==> src/rtl/i2s_sample_tx.sv <==
// i2s_sample_tx: buffers 16-bit mono samples in a small FIFO and serializes
// each one MSB-first onto a left-justified stereo link (BCLK/LRCLK/SDATA).
// The same sample is sent on the left (bits 0-15) and right (bits 16-31)
// halves of every 32-bit frame. Data changes on the bclk falling edge so
// the DAC can sample on the rising edge.
//
// Input handshake: in_ready is a one-cycle write strobe with no back-pressure.
// A strobe is accepted when the FIFO has room after this cycle's pop; if it
// is not accepted, the sample is dropped and overflow pulses for one cycle.
// full tells the producer ahead of time that the next strobe would be lost
// unless a frame boundary pops an entry in the same cycle.
module i2s_sample_tx #(
  parameter int BCLK_DIV   = 4,
  parameter int FIFO_DEPTH = 4
) (
  input  logic        clk,
  input  logic        reset,
  input  logic [15:0] sample_in,
  input  logic        in_ready,
  output logic        full,
  output logic        overflow,
  output logic        underflow,
  output logic        frame_start,
  output logic        bclk,
  output logic        lrclk,
  output logic        sdata
);

  localparam int PTR_W = (FIFO_DEPTH > 1) ? $clog2(FIFO_DEPTH) : 1;
  localparam int CNT_W = PTR_W + 1;
  localparam logic [7:0]       DIV_LAST = 8'(BCLK_DIV - 1);
  localparam logic [CNT_W-1:0] CNT_FULL = CNT_W'(FIFO_DEPTH);

  // Divider / bit clock state
  logic [7:0]       div_cnt_q, div_cnt_d;
  logic             bclk_q, bclk_d;
  // Frame serializer state
  logic [4:0]       bit_cnt_q, bit_cnt_d;
  logic [15:0]      sample_q, sample_d;
  logic             lrclk_q, lrclk_d;
  logic             sdata_q, sdata_d;
  // FIFO bookkeeping
  logic [PTR_W-1:0] wr_ptr_q, wr_ptr_d;
  logic [PTR_W-1:0] rd_ptr_q, rd_ptr_d;
  logic [CNT_W-1:0] count_q, count_d;
  logic             full_q, full_d;
  // Registered event pulses
  logic             overflow_q, overflow_d;
  logic             underflow_q, underflow_d;
  logic             frame_start_q, frame_start_d;
  // FIFO storage (no reset needed: pointers and count define validity)
  logic [15:0]      mem_q [FIFO_DEPTH];

  // Internal events
  logic             div_tick;
  logic             fall_evt;
  logic [4:0]       bit_cnt_nxt;
  logic             boundary;
  logic             fifo_empty;
  logic             pop;
  logic             wr_accept;
  logic [15:0]      head;

  // Divider: bclk toggles every BCLK_DIV clk cycles; the 1->0 toggle is the
  // falling-edge event that advances the serializer.
  always_comb begin
    div_tick  = (div_cnt_q == DIV_LAST);
    div_cnt_d = div_tick ? 8'd0 : div_cnt_q + 8'd1;
    bclk_d    = div_tick ? ~bclk_q : bclk_q;
    fall_evt  = div_tick & bclk_q;
  end

  // FIFO control: a frame boundary pops first, so a write in the same cycle
  // sees the freed entry; with an empty FIFO the write is simply stored.
  always_comb begin
    bit_cnt_nxt = bit_cnt_q + 5'd1;
    boundary    = fall_evt & (bit_cnt_nxt == 5'd0);
    fifo_empty  = (count_q == '0);
    pop         = boundary & ~fifo_empty;
    head        = mem_q[rd_ptr_q];
    wr_accept   = in_ready & ((count_q != CNT_FULL) | pop);

    wr_ptr_d    = wr_accept ? wr_ptr_q + PTR_W'(1) : wr_ptr_q;
    rd_ptr_d    = pop ? rd_ptr_q + PTR_W'(1) : rd_ptr_q;

    count_d     = count_q;
    unique case ({wr_accept, pop})
      2'b10:   count_d = count_q + CNT_W'(1);
      2'b01:   count_d = count_q - CNT_W'(1);
      default: count_d = count_q;
    endcase

    full_d      = (count_d == CNT_FULL);
    overflow_d  = in_ready & ~wr_accept;
  end

  // Serializer: on each falling event advance the bit index; at the frame
  // boundary load the next sample (or silence) and bypass its MSB to sdata.
  always_comb begin
    bit_cnt_d     = bit_cnt_q;
    sample_d      = sample_q;
    lrclk_d       = lrclk_q;
    sdata_d       = sdata_q;
    underflow_d   = 1'b0;
    frame_start_d = 1'b0;
    if (fall_evt) begin
      bit_cnt_d = bit_cnt_nxt;
      if (boundary) begin
        frame_start_d = 1'b1;
        if (fifo_empty) begin
          sample_d    = 16'd0;
          underflow_d = 1'b1;
        end else begin
          sample_d    = head;
        end
      end
      lrclk_d = bit_cnt_nxt[4];
      sdata_d = sample_d[4'd15 - bit_cnt_nxt[3:0]];
    end
  end

  // State registers with synchronous reset; reset also discards FIFO contents.
  always_ff @(posedge clk) begin
    if (reset) begin
      div_cnt_q     <= 8'd0;
      bclk_q        <= 1'b0;
      bit_cnt_q     <= 5'd31;
      sample_q      <= 16'd0;
      lrclk_q       <= 1'b0;
      sdata_q       <= 1'b0;
      wr_ptr_q      <= '0;
      rd_ptr_q      <= '0;
      count_q       <= '0;
      full_q        <= 1'b0;
      overflow_q    <= 1'b0;
      underflow_q   <= 1'b0;
      frame_start_q <= 1'b0;
    end else begin
      div_cnt_q     <= div_cnt_d;
      bclk_q        <= bclk_d;
      bit_cnt_q     <= bit_cnt_d;
      sample_q      <= sample_d;
      lrclk_q       <= lrclk_d;
      sdata_q       <= sdata_d;
      wr_ptr_q      <= wr_ptr_d;
      rd_ptr_q      <= rd_ptr_d;
      count_q       <= count_d;
      full_q        <= full_d;
      overflow_q    <= overflow_d;
      underflow_q   <= underflow_d;
      frame_start_q <= frame_start_d;
    end
  end

  // FIFO storage write port.
  always_ff @(posedge clk) begin
    if (wr_accept) begin
      mem_q[wr_ptr_q] <= sample_in;
    end
  end

  assign full        = full_q;
  assign overflow    = overflow_q;
  assign underflow   = underflow_q;
  assign frame_start = frame_start_q;
  assign bclk        = bclk_q;
  assign lrclk       = lrclk_q;
  assign sdata       = sdata_q;

endmodule

==> config.mk <==
export PLATFORM = sky130hd
export DESIGN_NAME = i2s_sample_tx
export DESIGN_NICKNAME = d
export VERILOG_FILES = /design/src/rtl/i2s_sample_tx.sv
export SDC_FILE = /design/constraint.sdc
export NUM_CORES = 1
export LEC_CHECK = 0
export CORE_UTILIZATION = 30
export CTS_BUF_LIST = sky130_fd_sc_hd__clkbuf_4 sky130_fd_sc_hd__clkbuf_8
export DETAILED_ROUTE_END_ITERATION = 8
export GPL_TIMING_DRIVEN = 0
export PLACE_DENSITY = 0.55
export SLEW_MARGIN = 20
export SYNTH_ARGS = -nofsm -noshare
export SYNTH_HDL_FRONTEND = slang
export SYNTH_SLANG_ARGS = --single-unit
==> constraint.sdc <==
create_clock -name clk -period 9.2 [get_ports clk]
set_clock_uncertainty 0.1 [all_clocks]
set_input_delay 1.84 -clock clk [delete_from_list [all_inputs] [get_ports clk]]
set_output_delay 1.84 -clock clk [all_outputs]
set_load 0.02 [all_outputs]
* Word level (Yosys, flattened, before mapping) *
Memories as Yosys holds them, arrays and structs flattened. A register that Yosys moved wholly into a read port is not among the register bits.
Index checks and enable logic that the tools add are counted.

storage, ports and cells
  register bits = 43
  memory bits (writable) = 64
  input port bits = 19
  output and inout port bits = 7
  logic and storage cells = 55
  memories = 1

operators by class
  add/subtract/negate cells = 7
  magnitude comparators = 1
  equality and inequality tests = 5
  muxes and demuxes = 12
  bitwise logic cells = 11
  reductions and logical operators = 5

memory list
  name   words  width  rd ports  clocked after memory_dff  wr ports  RTL line  text
  mem_q  4      16     1         1                         1         52        logic [15:0] mem_q [FIFO_DEPTH];

operators by type and width
  cell                                                                    number
  16-bit 2-to-1 mux                                                       3
  8-bit by 1-bit adder with 8-bit output (second input constant)          1
  8-bit by 2-bit equality test with 1-bit output (second input constant)  1
  3-bit case mux with 2 select lines                                      1
  5-bit by 1-bit adder with 5-bit output (second input constant)          1
  1-bit bitwise AND                                                       5
  5-bit zero test                                                         1
  4-bit by 5-bit < comparator with 1-bit output (second input constant)   1
  1-bit 2-to-1 mux                                                        5
  1-bit inverter                                                          5
  2-bit by 1-bit adder with 2-bit output (second input constant)          2
  1-bit binary-select mux with 4-bit select                               1
  2-bit 2-to-1 mux                                                        2
  2-bit OR reduction                                                      2
  4-bit subtractor (first input constant)                                 1
  3-bit by 1-bit adder with 3-bit output (second input constant)          1
  3-bit equality test (second input constant)                             1
  3-bit zero test                                                         1
  3-bit inequality test (second input constant)                           1
  3-bit OR reduction                                                      1
  3-bit by 1-bit subtractor with 3-bit output (second input constant)     1
  2-bit by 1-bit equality test with 1-bit output (second input constant)  1
  2-bit equality test (second input constant)                             1
  1-bit bitwise OR                                                        1

* Depth between registers and ports, before layout *
Gate-level depths: netlist of run 1.

  depth after elaboration = 9
  mapped depth = 12
  gate-level depth less buffers = 12

* Worst setup path before layout of run 1 *
Ideal clock, no wire load.

  path type = in2reg
  start = in in_ready
  end = reg full_q (netlist: full)
  setup time = 0.065 ns
  data arrival time = 3.699 ns
  data required time = 9.035 ns
  path slack = 5.335 ns
  stages = 8
  path buffers = 2
  cell sequence = clkbuf_1 > clkbuf_1 > or3_1 > fa_1 > a211o_1 > a31o_1 > a21oi_1 > nor2b_1

on the way
  longest elaborated chain between the ends = 4
  elaborated cells on any way between the ends = 5
  those cells by class = eq/ne (3); mux (1); bitwise (1)

RTL lines
  what                                                                                   RTL line  text
  from (decl)                                                                            19        input logic in_ready,
  1-bit bitwise AND (*)                                                                  81        wr_accept = in_ready & ((count_q != CNT_FULL) | pop);
  2-bit by 1-bit equality test with 1-bit output or 2-bit equality test (tied branches)  87        unique case ({wr_accept, pop})
  3-bit case mux with 2 select lines (*)                                                 87
  3-bit equality test (*)                                                                93        full_d = (count_d == CNT_FULL);
  to (signal assigned)                                                                   148       full_q <= full_d;
  to (decl)                                                                              46        logic full_q, full_d;

Every way passes the cells marked *; elsewhere a longest branch is shown, timed or not.
A chain may end at the register's enable or synchronous reset.

* Final worst setup path of run 1 *
  start = reg bit_cnt_q[1]
  end = reg full_q (netlist: full)

on the way
  longest elaborated chain between the ends = 9
  elaborated cells on any way between the ends = 10
  those cells by class = add/sub (1); eq/ne (3); mux (1); bitwise (4); reduce/logical (1)

RTL lines
  what                                                                                   RTL line  text
  from (decl)                                                                            38        logic [4:0] bit_cnt_q, bit_cnt_d;
  from (signal assigned)                                                                 141       bit_cnt_q <= bit_cnt_d;
  5-bit by 1-bit adder with 5-bit output (*)                                             76        bit_cnt_nxt = bit_cnt_q + 5'd1;
  5-bit zero test (*)                                                                    77        boundary = fall_evt & (bit_cnt_nxt == 5'd0);
  1-bit bitwise AND (*)                                                                  77
  1-bit bitwise AND (*)                                                                  79        pop = boundary & ~fifo_empty;
  1-bit bitwise OR                                                                       81
  1-bit bitwise AND                                                                      81
  2-bit by 1-bit equality test with 1-bit output or 2-bit equality test (tied branches)  87
  3-bit case mux with 2 select lines (*)                                                 87
  3-bit equality test (*)                                                                93

Marked as above.

==> results of run 1 <==
[state kept, by name (all words and copies together) (netlist names), named ones only]
register	count
overflow	1
rd_ptr_q	2
sample_q	16
mem_q	64
bit_cnt_q	5
lrclk	1
underflow	1
count_q	3
sdata	1
wr_ptr_q	2
bclk	1
frame_start	1
div_cnt_q	8
full	1
[area by class of cell]
type / instances / area share
Multi-Input combinational cell: 242 / 0.324
Clock buffer: 10 / 0.0242
Timing Repair Buffer: 24 / 0.0443
Clock inverter: 5 / 0.0122
Sequential cell: 109 / 0.521
Tap cell: 211 / 0.0487
Inverter: 8 / 0.00554
Buffer: 24 / 0.0208
[cells in the final DEF (no fill, tap or decap), types with 8 or more instances in the layout]
cell type,instances
nor2_1,40
nand3_1,13
clkbuf_1,17
mux4_2,17
clkdlybuf4s50_1,24
clkbuf_8,9
a21oi_1,25
and3_1,14
xnor2_1,9
edfxtp_1,64
inv_1,8
nand2_1,34
xor2_1,8
dfxtp_1,45
[layer usage]
layer / share of wire / wire length (um) / GRT usage / vias to the layer above
met4: 0.012 / 117 / 0.0448 / 0
li1: - / - / - / 1463
met5: 0 / 0 / 0 / -
met2: 0.48 / 4570 / 0.203 / 83
met3: 0.046 / 444 / 0.0318 / 10
met1: 0.47 / 4480 / 0.164 / 1478
[worst max path at each step]
stage	startpoint	endpoint	slack, ns	cells after the start
final	bit_cnt_q[1]$_SDFFE_PP1N_	full$_SDFF_PP0_	5.29	11
after global routing	bit_cnt_q[1]$_SDFFE_PP1N_	full$_SDFF_PP0_	5.03	11
after CTS	bit_cnt_q[1]$_SDFFE_PP1N_	full$_SDFF_PP0_	5.26	11
after detailed placement	in_ready	full$_SDFF_PP0_	5.12	8
after global placement	in_ready	full$_SDFF_PP0_	5.13	8
after floorplan	in_ready	full$_SDFF_PP0_	5.34	8
[power groups by stage]
stage / Combinational [mW] / Clock [mW] / Sequential (mW)
2_1_floorplan: 0.0381 / 0 / 0.550
3_3_place_gp: 0.0628 / 0 / 0.550
3_5_place_dp: 0.0644 / 0 / 0.551
4_1_cts: 0.0647 / 0.312 / 0.540
5_1_grt: 0.0708 / 0.326 / 0.542
6_report: 0.0633 / 0.300 / 0.540
[worst max-delay path: stages (launching register included)]
cell	delay [ns]
dfxtp_1	0.44
ha_1	0.31
and2_1	0.18
a21oi_1	0.09
o32ai_2	0.69
nand3_1	0.37
or3_1	0.46
fa_1	0.43
a211o_1	0.26
a31o_1	0.21
a21oi_1	0.17
nor2b_1	0.14
[metrics by stage]
step | setup WS [ns] | instances | utilization | area, um2
after floorplan | 5.34 | 383 | - | 4720
after global placement | 5.13 | 618 | 0.342 | 5230
after detailed placement | 5.12 | 618 | 0.342 | 5230
after CTS | 5.26 | 633 | 0.355 | 5420
after global routing | 5.03 | 633 | 0.355 | 5420
final | 5.29 | 633 | 0.355 | 5420
[kinds of logic after synthesis]
group	Yosys count	share of synthesized area
buffers and inverters	32	0.0302
DFF	109	0.598
and+or+nand+nor	138	0.147
AOI/OAI and AO/OA	57	0.0782
muxes	22	0.0920
xor gates and xnor gates	17	0.0315
adders and majority gates	8	0.0228
==> run metrics, run 1 <==
setup violators final 0; Final Hold Fails 0; clock root buffer clkbuf_8; # diodes 0; vias in the first global route 2966; Die Y 127 um; top cell type's share of synthesized area 0.407; number of synthesized flops with an enable pin 64; top cells by area, synth edfxtp_1 41%, dfxtp_1 19%, mux4_2 8.1%; FF-to-FF path depth 11; Avg Inst Size Synth 12.3 um2; die area 0.0162 mm2; pwr dens 167 mW/mm2; initial antenna violation count 0; Flop pwr share 0.597; synthesized flop and latch total 109; f_max 256 MHz; max_slew headroom 0.408; Critical Path Source Type flip-flop; Clock Latency Late Sink 0.38 ns; WP data required 9.43 ns; Least-Margin Pin Slew 0.887 ns; # hold bufs at CTS 0; max-slew violations 0; Hold/Removal Path Class flip-flop to flip-flop; maximum vdd ir drop 85.5 uV; PostCTS Resize Cnt 0; count of boundary I/O pins 26; routed vias/inst 4.79; gp weighted congestion 0.821; Multi-input gate area 0.00176 mm2; Tot Pwr 0.903 mW; register area share after synthesis 0.598; via count 3034; final worst-path cycle share 0.425; Longest Clk Path Bufs 2; FF+latch area 0.00282 mm2; Sw Share 0.235; Net Switching 0.213 mW; htree depth 3; share of synthesized registers carrying an async set or reset 0; CTS Buf Count 9; # rows 45; DR WL/cell 15.2 um; post-synth net total 410; share of layout cells above drive strength 1 0.118; Reg2Reg Capture Point full$_SDFF_PP0_; largest net degree at the start of global routing 19; final hold slack 0.360 ns; Initial Utilization 0.309; CP Class flip-flop to flip-flop; most frequent cells after synthesis 64 x edfxtp_1, 45 x dfxtp_1, 40 x nor2_1; remaining global-route overflow 0; clock sink total 109; area grow syn2layout 14.9%; clk slew on worst S/H paths 0.10 ns; Cell variety after synth 53; HP Start lrclk$_SDFFE_PP0N_; TNS Setup 0 ns; GRT Total Usage 0.126; wirelength, routed 9610 um; Clock Power Share 0.332; R2R setup slack 5.29 ns; IO buf count 24; RSZ-0062 raised after global routing no; Yosys top cell by area edfxtp_1; MaxCap Viol Count 0; min Tclk post-route 3.91 ns; Hold Crit Depth 2; cell with the most instances after synthesis edfxtp_1; Arr. time, crit path 4.14 ns; synthesized area 0.00472 mm2; Critical R2R Launch bit_cnt_q[1]$_SDFFE_PP1N_; Worst Hold Endpoint lrclk$_SDFFE_PP0N_; Mapped Cells 383; Setup Buffers After CTS 0; Initial DRC Count 150; outcome finished clean; leak pwr 1.79 nW; Filler cells 1496; Initial DRT Pass Iterations 4; Critical Path Fanout Max 10; core area 0.0153 mm2; internal power 0.691 mW; Ys Warns 0; drc violations 0; combinational power share 0.070; Setup crit end kind flip-flop; first-pass GRT wire length 15400 um; Top FF cell, synth edfxtp_1; CTS tree done; ANT nets after route 0; detailed placement HPWL 6470 um; NumNets Final 445; die width 127 um
Note: power is estimated with default switching activity, not from simulation.
==> run 2, diff against run 1 <==
- PLACE_DENSITY: 0.55 -> 0.56
- clock period: 9.2 -> 3.4 ns (I/O delays scaled with it)
==> run 2 against run 1 <==
  * Cell area rose by 0.55%
  * Sequential share of layout area fell by 0.26 points
  * Power rose to 2.6 times the previous value
  * Final cell count rose by 0.47%
  * Core utilization rose by 0.20 points
  * Non-clock buffer count rose by 2
  * Critical path type unchanged
  * Largest power group unchanged
==> run metrics, run 2 (same netlist as run 1, synthesis figures left out) <==
outcome finished clean; Critical R2R Launch div_cnt_q[0]$_SDFF_PP0_; die area 0.0162 mm2 (unchanged); area grow syn2layout 15.5%; Worst Hold Endpoint lrclk$_SDFFE_PP0N_; final hold slack 0.360 ns (+0.000409 ns); Net Switching 0.574 mW (+170%); wirelength, routed 9660 um (+0.45%); clock root buffer clkbuf_8; Worst path top cell family by delay simple AND/OR/NAND/NOR gates; WP data required 3.62 ns (-5.81 ns); GRT Total Usage 0.131 (+0.00550); IO buf count 24 (unchanged); M1 wire length 4440 um (-1.0%); utilization after layout 0.357 (+0.00197); first-pass GRT wire length 16400 um (+6.0%); Critical Path Source Type flip-flop; detailed placement HPWL 6570 um (+1.5%); Least-Margin Pin Slew 0.638 ns (-0.249 ns); final worst-path cycle share 0.937 (+0.511); Die Y 127 um (unchanged); Longest Clk Path Bufs 2 (unchanged); CP cell instances ha_1 > or4b_4 > nor3_4 > nand3_2 > or3_1 > fa_2 > a211o_1 > a31o_1 > a21oi_1 > nor2b_1; HP Start lrclk$_SDFFE_PP0N_; gp weighted congestion 0.857 (+4.3%); die width 127 um (unchanged); Setup crit end kind flip-flop; slowest stage delay, CP 0.52 ns (-0.17 ns); Initial Utilization 0.309 (unchanged); # rows 45 (unchanged); Post-Layout Cell Count 636 (+0.47%); Critical Path Fanout Max 5 (-5); count of boundary I/O pins 26 (unchanged); internal power 1.80 mW (+160%); DR WL met2 4590 um (+0.48%); final instance area 0.00545 mm2 (+0.55%); leak pwr 1.79 nW (+0.13%); share of layout cells above drive strength 1 0.141 (+0.0227); DR top layer met4; Arr. time, crit path 3.40 ns (-0.74 ns); commonest non-fill, non-tap cells in the layout 64 x edfxtp_1, 44 x dfxtp_1, 40 x nor2_1, 34 x nand2_1, 25 x a21oi_1; R2R setup slack 0.22 ns (-5.07 ns); CTS Buf Count 9 (unchanged); via count 3045 (+0.36%); routed vias/inst 4.79 (-0.11%); MaxCap Viol Count 0 (unchanged); Clock Latency Late Sink 0.38 ns (about the same); max reg flops 64 (unchanged); Buf+Inv Stages, Crit Path 0 (unchanged); Hold/Removal Path Class flip-flop to flip-flop; max-slew violations 0 (unchanged); Sw Share 0.242 (+0.00655); NumNets Final 447 (+0.45%); Post-DP Area 0.00523 mm2 (unchanged); CP Class flip-flop to flip-flop; Initial DRT Pass Iterations 4 (unchanged); commonest non-fill, non-tap cell in the layout edfxtp_1; remaining global-route overflow 0 (unchanged); setup violators final 0 (unchanged); largest net degree at the start of global routing 19 (unchanged); core area 0.0153 mm2 (unchanged); htree depth 3 (unchanged); # diodes 0 (unchanged); min Tclk post-route 3.18 ns (-0.726 ns); max_slew headroom 0.575 (+0.166); Clock Power Share 0.311 (-0.021); CTS tree done; FF-to-FF path depth 10 (-1); DR WL/cell 15.2 um (about the same); maximum vdd ir drop 304 uV (+260%); TNS Setup 0 ns (unchanged); met3 routed WL 408 um (-8.1%); Flop pwr share 0.616 (+0.019); # hold bufs at CTS 0 (unchanged); initial antenna violation count 0 (unchanged); clock sink total 109 (unchanged); Initial DRC Count 162 (+8.0%); Hold Crit Depth 2 (unchanged); f_max 314 MHz (+23%); RSZ-0062 raised after global routing no; pwr dens 435 mW/mm2 (+160%); Filler cells 1536 (+2.7%); vias in the first global route 3128 (+5.5%); largest register by flop count mem_q; Final Hold Fails 0 (unchanged); drc violations 0 (unchanged); CP max-delay cell or4b_4; combinational power share 0.074 (+0.004); Regs by FF count mem_q: 64 flops, sample_q: 16 flops, div_cnt_q: 8 flops; placed cells 618 (unchanged); ANT nets after route 0 (unchanged); clk slew on worst S/H paths 0.10 ns (about the same); Reg2Reg Capture Point full$_SDFF_PP0_
## run 2: changes by cell type in the layout (fill, tap and decap cells not counted), sizes merged
cell	change
inv	-1
buf	+2
bufinv	-1
clkinv	+3
## run 2: cell type report
type | count | area (um2) | share of cell area
Tap cell | 211 | 264 | 0.0484
Timing Repair Buffer | 26 | 255 | 0.0468
Multi-Input combinational cell | 242 | 1790 | 0.328
Inverter | 8 | 30.0 | 0.00551
Clock buffer | 10 | 131 | 0.0241
Clock inverter | 6 | 47.5 | 0.00872
Sequential cell | 109 | 2820 | 0.518
Buffer | 24 | 113 | 0.0207
## run 2: tightest hold or removal path, stage by stage, from the launching register on
cell and delay, ns:
dfxtp_1 0.32, nand2_1 0.05, a21oi_1 0.05
## run 2: timing repair
item / CTS / global route
pin swaps: 2 / 0
buffers inserted: 2 / 0
resized for setup: 4 / 6
setup endpoints to repair: 67 / 49
cloned: 0 / 0
## run 2: metrics by stage
step	total power, mW	worst slack [ns]
after detailed placement	1.67	-0.530
after global placement	1.66	-0.532
after CTS	2.40	0.00631
after global routing	2.47	0.0733
after floorplan	1.59	0.0901
final	2.37	0.216
## run 2: how the worst max path moves through the flow
stage / start / end / slack (ns) / cells past startpoint
global placement: bit_cnt_q[1]$_SDFFE_PP1N_ / full$_SDFF_PP0_ / -0.53 / 11
floorplan: bit_cnt_q[1]$_SDFFE_PP1N_ / full$_SDFF_PP0_ / 0.09 / 11
detailed placement: bit_cnt_q[1]$_SDFFE_PP1N_ / full$_SDFF_PP0_ / -0.53 / 11
CTS: div_cnt_q[0]$_SDFF_PP0_ / mem_q[3][3]$_DFFE_PP_ / 0.006 / 8
finish: div_cnt_q[0]$_SDFF_PP0_ / full$_SDFF_PP0_ / 0.22 / 10
global route: div_cnt_q[0]$_SDFF_PP0_ / full$_SDFF_PP0_ / 0.07 / 10
## run 2: power by group through the flow
stage | Combinational [mW] | Clock [mW] | Sequential [mW]
CTS | 0.176 | 0.761 | 1.46
finish | 0.175 | 0.736 | 1.46
floorplan | 0.103 | 0 | 1.49
global placement | 0.168 | 0 | 1.49
detailed placement | 0.173 | 0 | 1.49
global route | 0.195 | 0.812 | 1.47
## run 2: per-layer routing
metal | up-vias | GRT usage
li1 | 1470 | -
met1 | 1498 | 0.170
met2 | 63 | 0.212
met3 | 14 | 0.0322
met4 | 0 | 0.0511
met5 | - | 0
==> RTL edit 1 (flow settings as in run 1) <==
Change the parameter `FIFO_DEPTH` from 4 to 8.
--- a/src/rtl/i2s_sample_tx.sv
+++ b/src/rtl/i2s_sample_tx.sv
@@ -13,3 +13,3 @@
   parameter int BCLK_DIV   = 4,
-  parameter int FIFO_DEPTH = 4
+  parameter int FIFO_DEPTH = 8
 ) (
Formal check against the unedited RTL: not equivalent (Yosys sat finds a counterexample within 10 cycles, from zero or initial values and one cycle with reset high).
==> RTL edit 1 against run 1 <==
  * Die area increased by 50%
  * Setup slack got worse by 0.25 ns
  * Sequential cell count increased by 68
  * Worst hold slack improved by 0.035 ns
  * Count of clock-buffer cells in the layout increased by 7
  * Wire length increased by 50%
  * Final area increased by 55%
  * Sequential power increased by 63%
  * Critical path depth unchanged
  * Clock power increased by 83%
  * Sequential share of layout area increased by 5.5 points
  * Synthesized area increased by 51%
  * Total power increased by 68%
  * Critical path type unchanged
  * Highest routed layer unchanged
==> RTL edit 1: results (changes against run 1) <==
metric	value	unit	change
status	completed		
grt_max_degree	22		+3
gr-usage-met2	21.3	%	+0.94 points
holdPathStages	1		-1
p_leak	2.82	nW	+58%
holdCritStartpoint	div_cnt_q[0]$_SDFF_PP0_		
place_area	0.00796	mm2	+52%
power	1.51	mW	+68%
dr_wl_met3	793	um	+79%
fill_cells	2248		+50%
drt_iter0_drc	296		+97%
crit_fanout	10		unchanged
synth_edf_count	128		+100%
synthTopCellsByCount	128 x edfxtp_1, 49 x dfxtp_1, 48 x nor2_1		
dp_hpwl	10300	um	+60%
grtUsageTotal	12.7	%	+0.16 points
rr_endpoint	mem_q[6][3]$_DFFE_PP_		
io_buffers	23		-4.2%
yosysSeqAreaShare	67.6	%	+7.8 points
cp_slowest_stage_delay	0.76	ns	+0.07 ns
p_sw	0.395	mW	+86%
clk-power	0.549	mW	+83%
slew_headroom	36.2	%	-4.6 points
grt_pass1_vias	4035		+36%
crit_start	div_cnt_q[0]$_SDFF_PP0_		
met3_usage	3.52	%	+0.33 points
hold_path_end	div_cnt_q[0]$_SDFF_PP0_		
routed_via_density	4.61		-3.9%
vdd_drop_max	79.3	uV	-7.2%
critPathSlowestCell	nor3b_2		
syn_nets	478		+17%
clk_latency	0.47	ns	+0.09 ns
gp_congestion	0.792		-3.6%
p_comb_share	5.6	%	-1.4 points
dpl_worst_slack	4.77	ns	-0.352 ns
wl_met2	7290	um	+60%
grtUsageMet1	16.2	%	-0.21 points
reg_top3	mem_q: 128 flops, sample_q: 16 flops, div_cnt_q: 8 flops		
vias	3892		+28%
place_inst	813		+32%
avgRoutedWirePerCell	17.1	um	+13%
hold-worst-slack	0.395	ns	+0.0354 ns
critical_path_arrival	4.25	ns	+0.11 ns
syn_avg_cell_area	15.8	um2	+28%
antenna_found_initial	0		unchanged
fmax	240	MHz	-6.0%
synth_area_leaders	edfxtp_1 54%, dfxtp_1 14%, mux4_2 10%		
drive_above_1_share	21.7	%	+9.8 points
grt_pass1_wl	22900	um	+48%
reg2reg_slack	5.04	ns	-0.25 ns
cts_buffers	17		+8
-- RTL edit 1: kinds of logic after synthesis --
logic type      share of synthesized area [%]
fa+ha+maj                                1.51
compound gates                           4.26
mux                                      13.7
xor+xnor                                 2.46
flops                                    67.6
buf+inv                                  1.70
simple gates                             8.73
-- RTL edit 1: final cells by class --
| class | count | area [um2] | share of cell area [%] |
|---|---|---|---|
| Sequential cell | 177 | 4820 | 57.6 |
| Multi-Input combinational cell | 246 | 2230 | 26.7 |
| Timing Repair Buffer | 43 | 377 | 4.49 |
| Inverter | 5 | 18.8 | 0.224 |
| Tap cell | 319 | 399 | 4.76 |
| Clock buffer | 17 | 234 | 2.79 |
| Buffer | 23 | 103 | 1.22 |
| Clock inverter | 15 | 189 | 2.25 |
-- RTL edit 1: worst max-delay path, delay by kind of cell (launching register included) --
family                   cells  cell delay, ns
AND/OR/NAND/NOR              5            1.93
buffers and inverters        4            0.72
AO/OA/AOI/OAI                1            0.43
flip-flops                   1            0.42
adder cells (fa/ha/maj)      1            0.26
==> RTL edit 2 (config.mk and constraints of run 1) <==
Made on the original files. `sample_q` no longer has a reset.
--- a/src/rtl/i2s_sample_tx.sv
+++ b/src/rtl/i2s_sample_tx.sv
@@ -127,3 +127,2 @@
       bit_cnt_q     <= 5'd31;
-      sample_q      <= 16'd0;
       lrclk_q       <= 1'b0;
@@ -141,3 +140,2 @@
       bit_cnt_q     <= bit_cnt_d;
-      sample_q      <= sample_d;
       lrclk_q       <= lrclk_d;
@@ -152,2 +150,6 @@
     end
+  end
+
+  always_ff @(posedge clk) begin
+    sample_q <= sample_d;
   end
Behaviour: same outputs for any inputs over 10 cycles, from zero or initial values and one cycle with reset high; that may be too few to reach the edited logic, so the function may still have changed.
==> RTL edit 2 against run 1 <==
  * Via count shrank 2.3%
  * Die area increased by 3.2%
  * Sequential cell count did not move
  * Setup slack improved by 0.039 ns
  * Synthesized area grew 3.2%
  * First-iteration DRC count increased by 9.3%
  * Clock power fell by 1%
  * Worst hold slack gained 0.021 ns
  * Fmax grew 1.0%
  * Total power up 1.1%
  * Wire length shrank 0.96%
  * Final area up 2.9%
  * Largest power group unchanged
==> RTL edit 2: results (changes against run 1) <==
metric	value	unit	change
grt_pass1_wl	16000	um	+3.7%
avgRoutedWirePerCell	15.2	um	-0.17%
synth_cell_type_count	60		+13%
clk_latency	0.38	ns	about the same
io_buffers	24		unchanged
cts_resized	0		unchanged
ys_async_sr_fraction	0	%	unchanged
place_inst	612		-0.97%
critical_path_arrival	4.07	ns	-0.07 ns
dpl_worst_slack	5.08	ns	-0.0450 ns
p_leak	1.88	nW	+5.2%
vdd_drop_max	115	uV	+34%
critPathSlowestCell	dfxtp_1		
holdCritStartpoint	div_cnt_q[0]$_SDFF_PP0_		
hold-worst-slack	0.381	ns	+0.0214 ns
reg_top3	mem_q: 64 flops, sample_q: 16 flops, div_cnt_q: 8 flops		
cts_root_buf	clkbuf_8		
grt_pass1_vias	3175		+7.0%
antenna_found_initial	0		unchanged
status	completed		
place_area	0.00538	mm2	+3.0%
gp_congestion	0.772		-6.0%
cts_setup_buffers	0		unchanged
reg2reg_depth	14		+3
holdPathStages	1		-1
worst_pin_slew	0.920	ns	+0.0330 ns
grtUsageTotal	12.8	%	+0.18 points
dp_hpwl	6440	um	-0.41%
syn_nets	399		-2.7%
synth_area_leaders	edfxtp_1 49%, dfxtp_1 12%, mux4_2 8.3%		
yosysSeqAreaShare	61.2	%	+1.4 points
synthTopCellsByCount	80 x edfxtp_1, 49 x nand2_1, 29 x dfxtp_1		
crit_family	simple AND/OR/NAND/NOR gates		
rr_endpoint	full$_SDFF_PP0_		
yosys_warnings	0		unchanged
cp_slowest_stage_delay	0.49	ns	-0.20 ns
drive_above_1_share	13.3	%	+1.5 points
reg2reg_slack	5.33	ns	+0.04 ns
finalNetCount	434		-2.5%
synth_edf_count	80		+25%
drt_iter0_drc	164		+9.3%
wirelength	9520	um	-0.96%
drtPass1Iterations	4		unchanged
syn_avg_cell_area	13.1	um2	+6.3%
hold_path_end	div_cnt_q[0]$_SDFF_PP0_		
vias	2964		-2.3%
rr_startpoint	bit_cnt_q[1]$_SDFFE_PP1N_		
grt_max_degree	23		+4
RTL edit 2: logic make-up after synthesis:
group           Yosys count  synth area share [%]
buf+inv                  34                  3.16
compound gates           54                  8.71
mux                      21                  8.96
fa+ha+maj                 8                  2.21
xor+xnor                 18                  3.24
simple gates            128                  12.5
flops                   109                  61.2
RTL edit 2: worst max-delay path by stage:
stage / slack [ns] / from / depth (start not counted) / end
6_report: 5.33 / bit_cnt_q[1]$_SDFFE_PP1N_ / 14 / full$_SDFF_PP0_
5_1_grt: 5.14 / bit_cnt_q[1]$_SDFFE_PP1N_ / 14 / full$_SDFF_PP0_
4_1_cts: 5.33 / bit_cnt_q[1]$_SDFFE_PP1N_ / 14 / full$_SDFF_PP0_
3_5_place_dp: 5.08 / in_ready / 4 / mem_q[2][0]$_DFFE_PP_
3_3_place_gp: 5.14 / in_ready / 4 / mem_q[2][1]$_DFFE_PP_
2_1_floorplan: 5.63 / in_ready / 8 / full$_SDFF_PP0_
RTL edit 2: metal layers:
layer	share of wire, %	up-vias	global-route usage [%]
met4	2.0	0	5.95
li1	-	1442	-
met5	0	-	0
met3	4.1	15	2.15
met1	45	1454	16.2
met2	49	53	21.3
RTL edit 2: power breakdown:
| part | leakage [nW] | switching, mW | internal, mW |
|---|---|---|---|
| combinational | 0.817 | 0.0390 | 0.0271 |
| sequential | 0.967 | 0.00671 | 0.545 |
| clock | 0.0989 | 0.161 | 0.135 |
| total | 1.88 | 0.206 | 0.707 |
RTL edit 2: cell type report:
type | instances | area, um2
clock buffer | 12 | 146
buffer | 21 | 105
inverter | 13 | 48.8
clock inverter | 4 | 50.0
timing repair buffer | 24 | 240
multi-input combinational | 229 | 1740
tap | 216 | 270
sequential | 109 | 2980
fill | 1582 | 10300
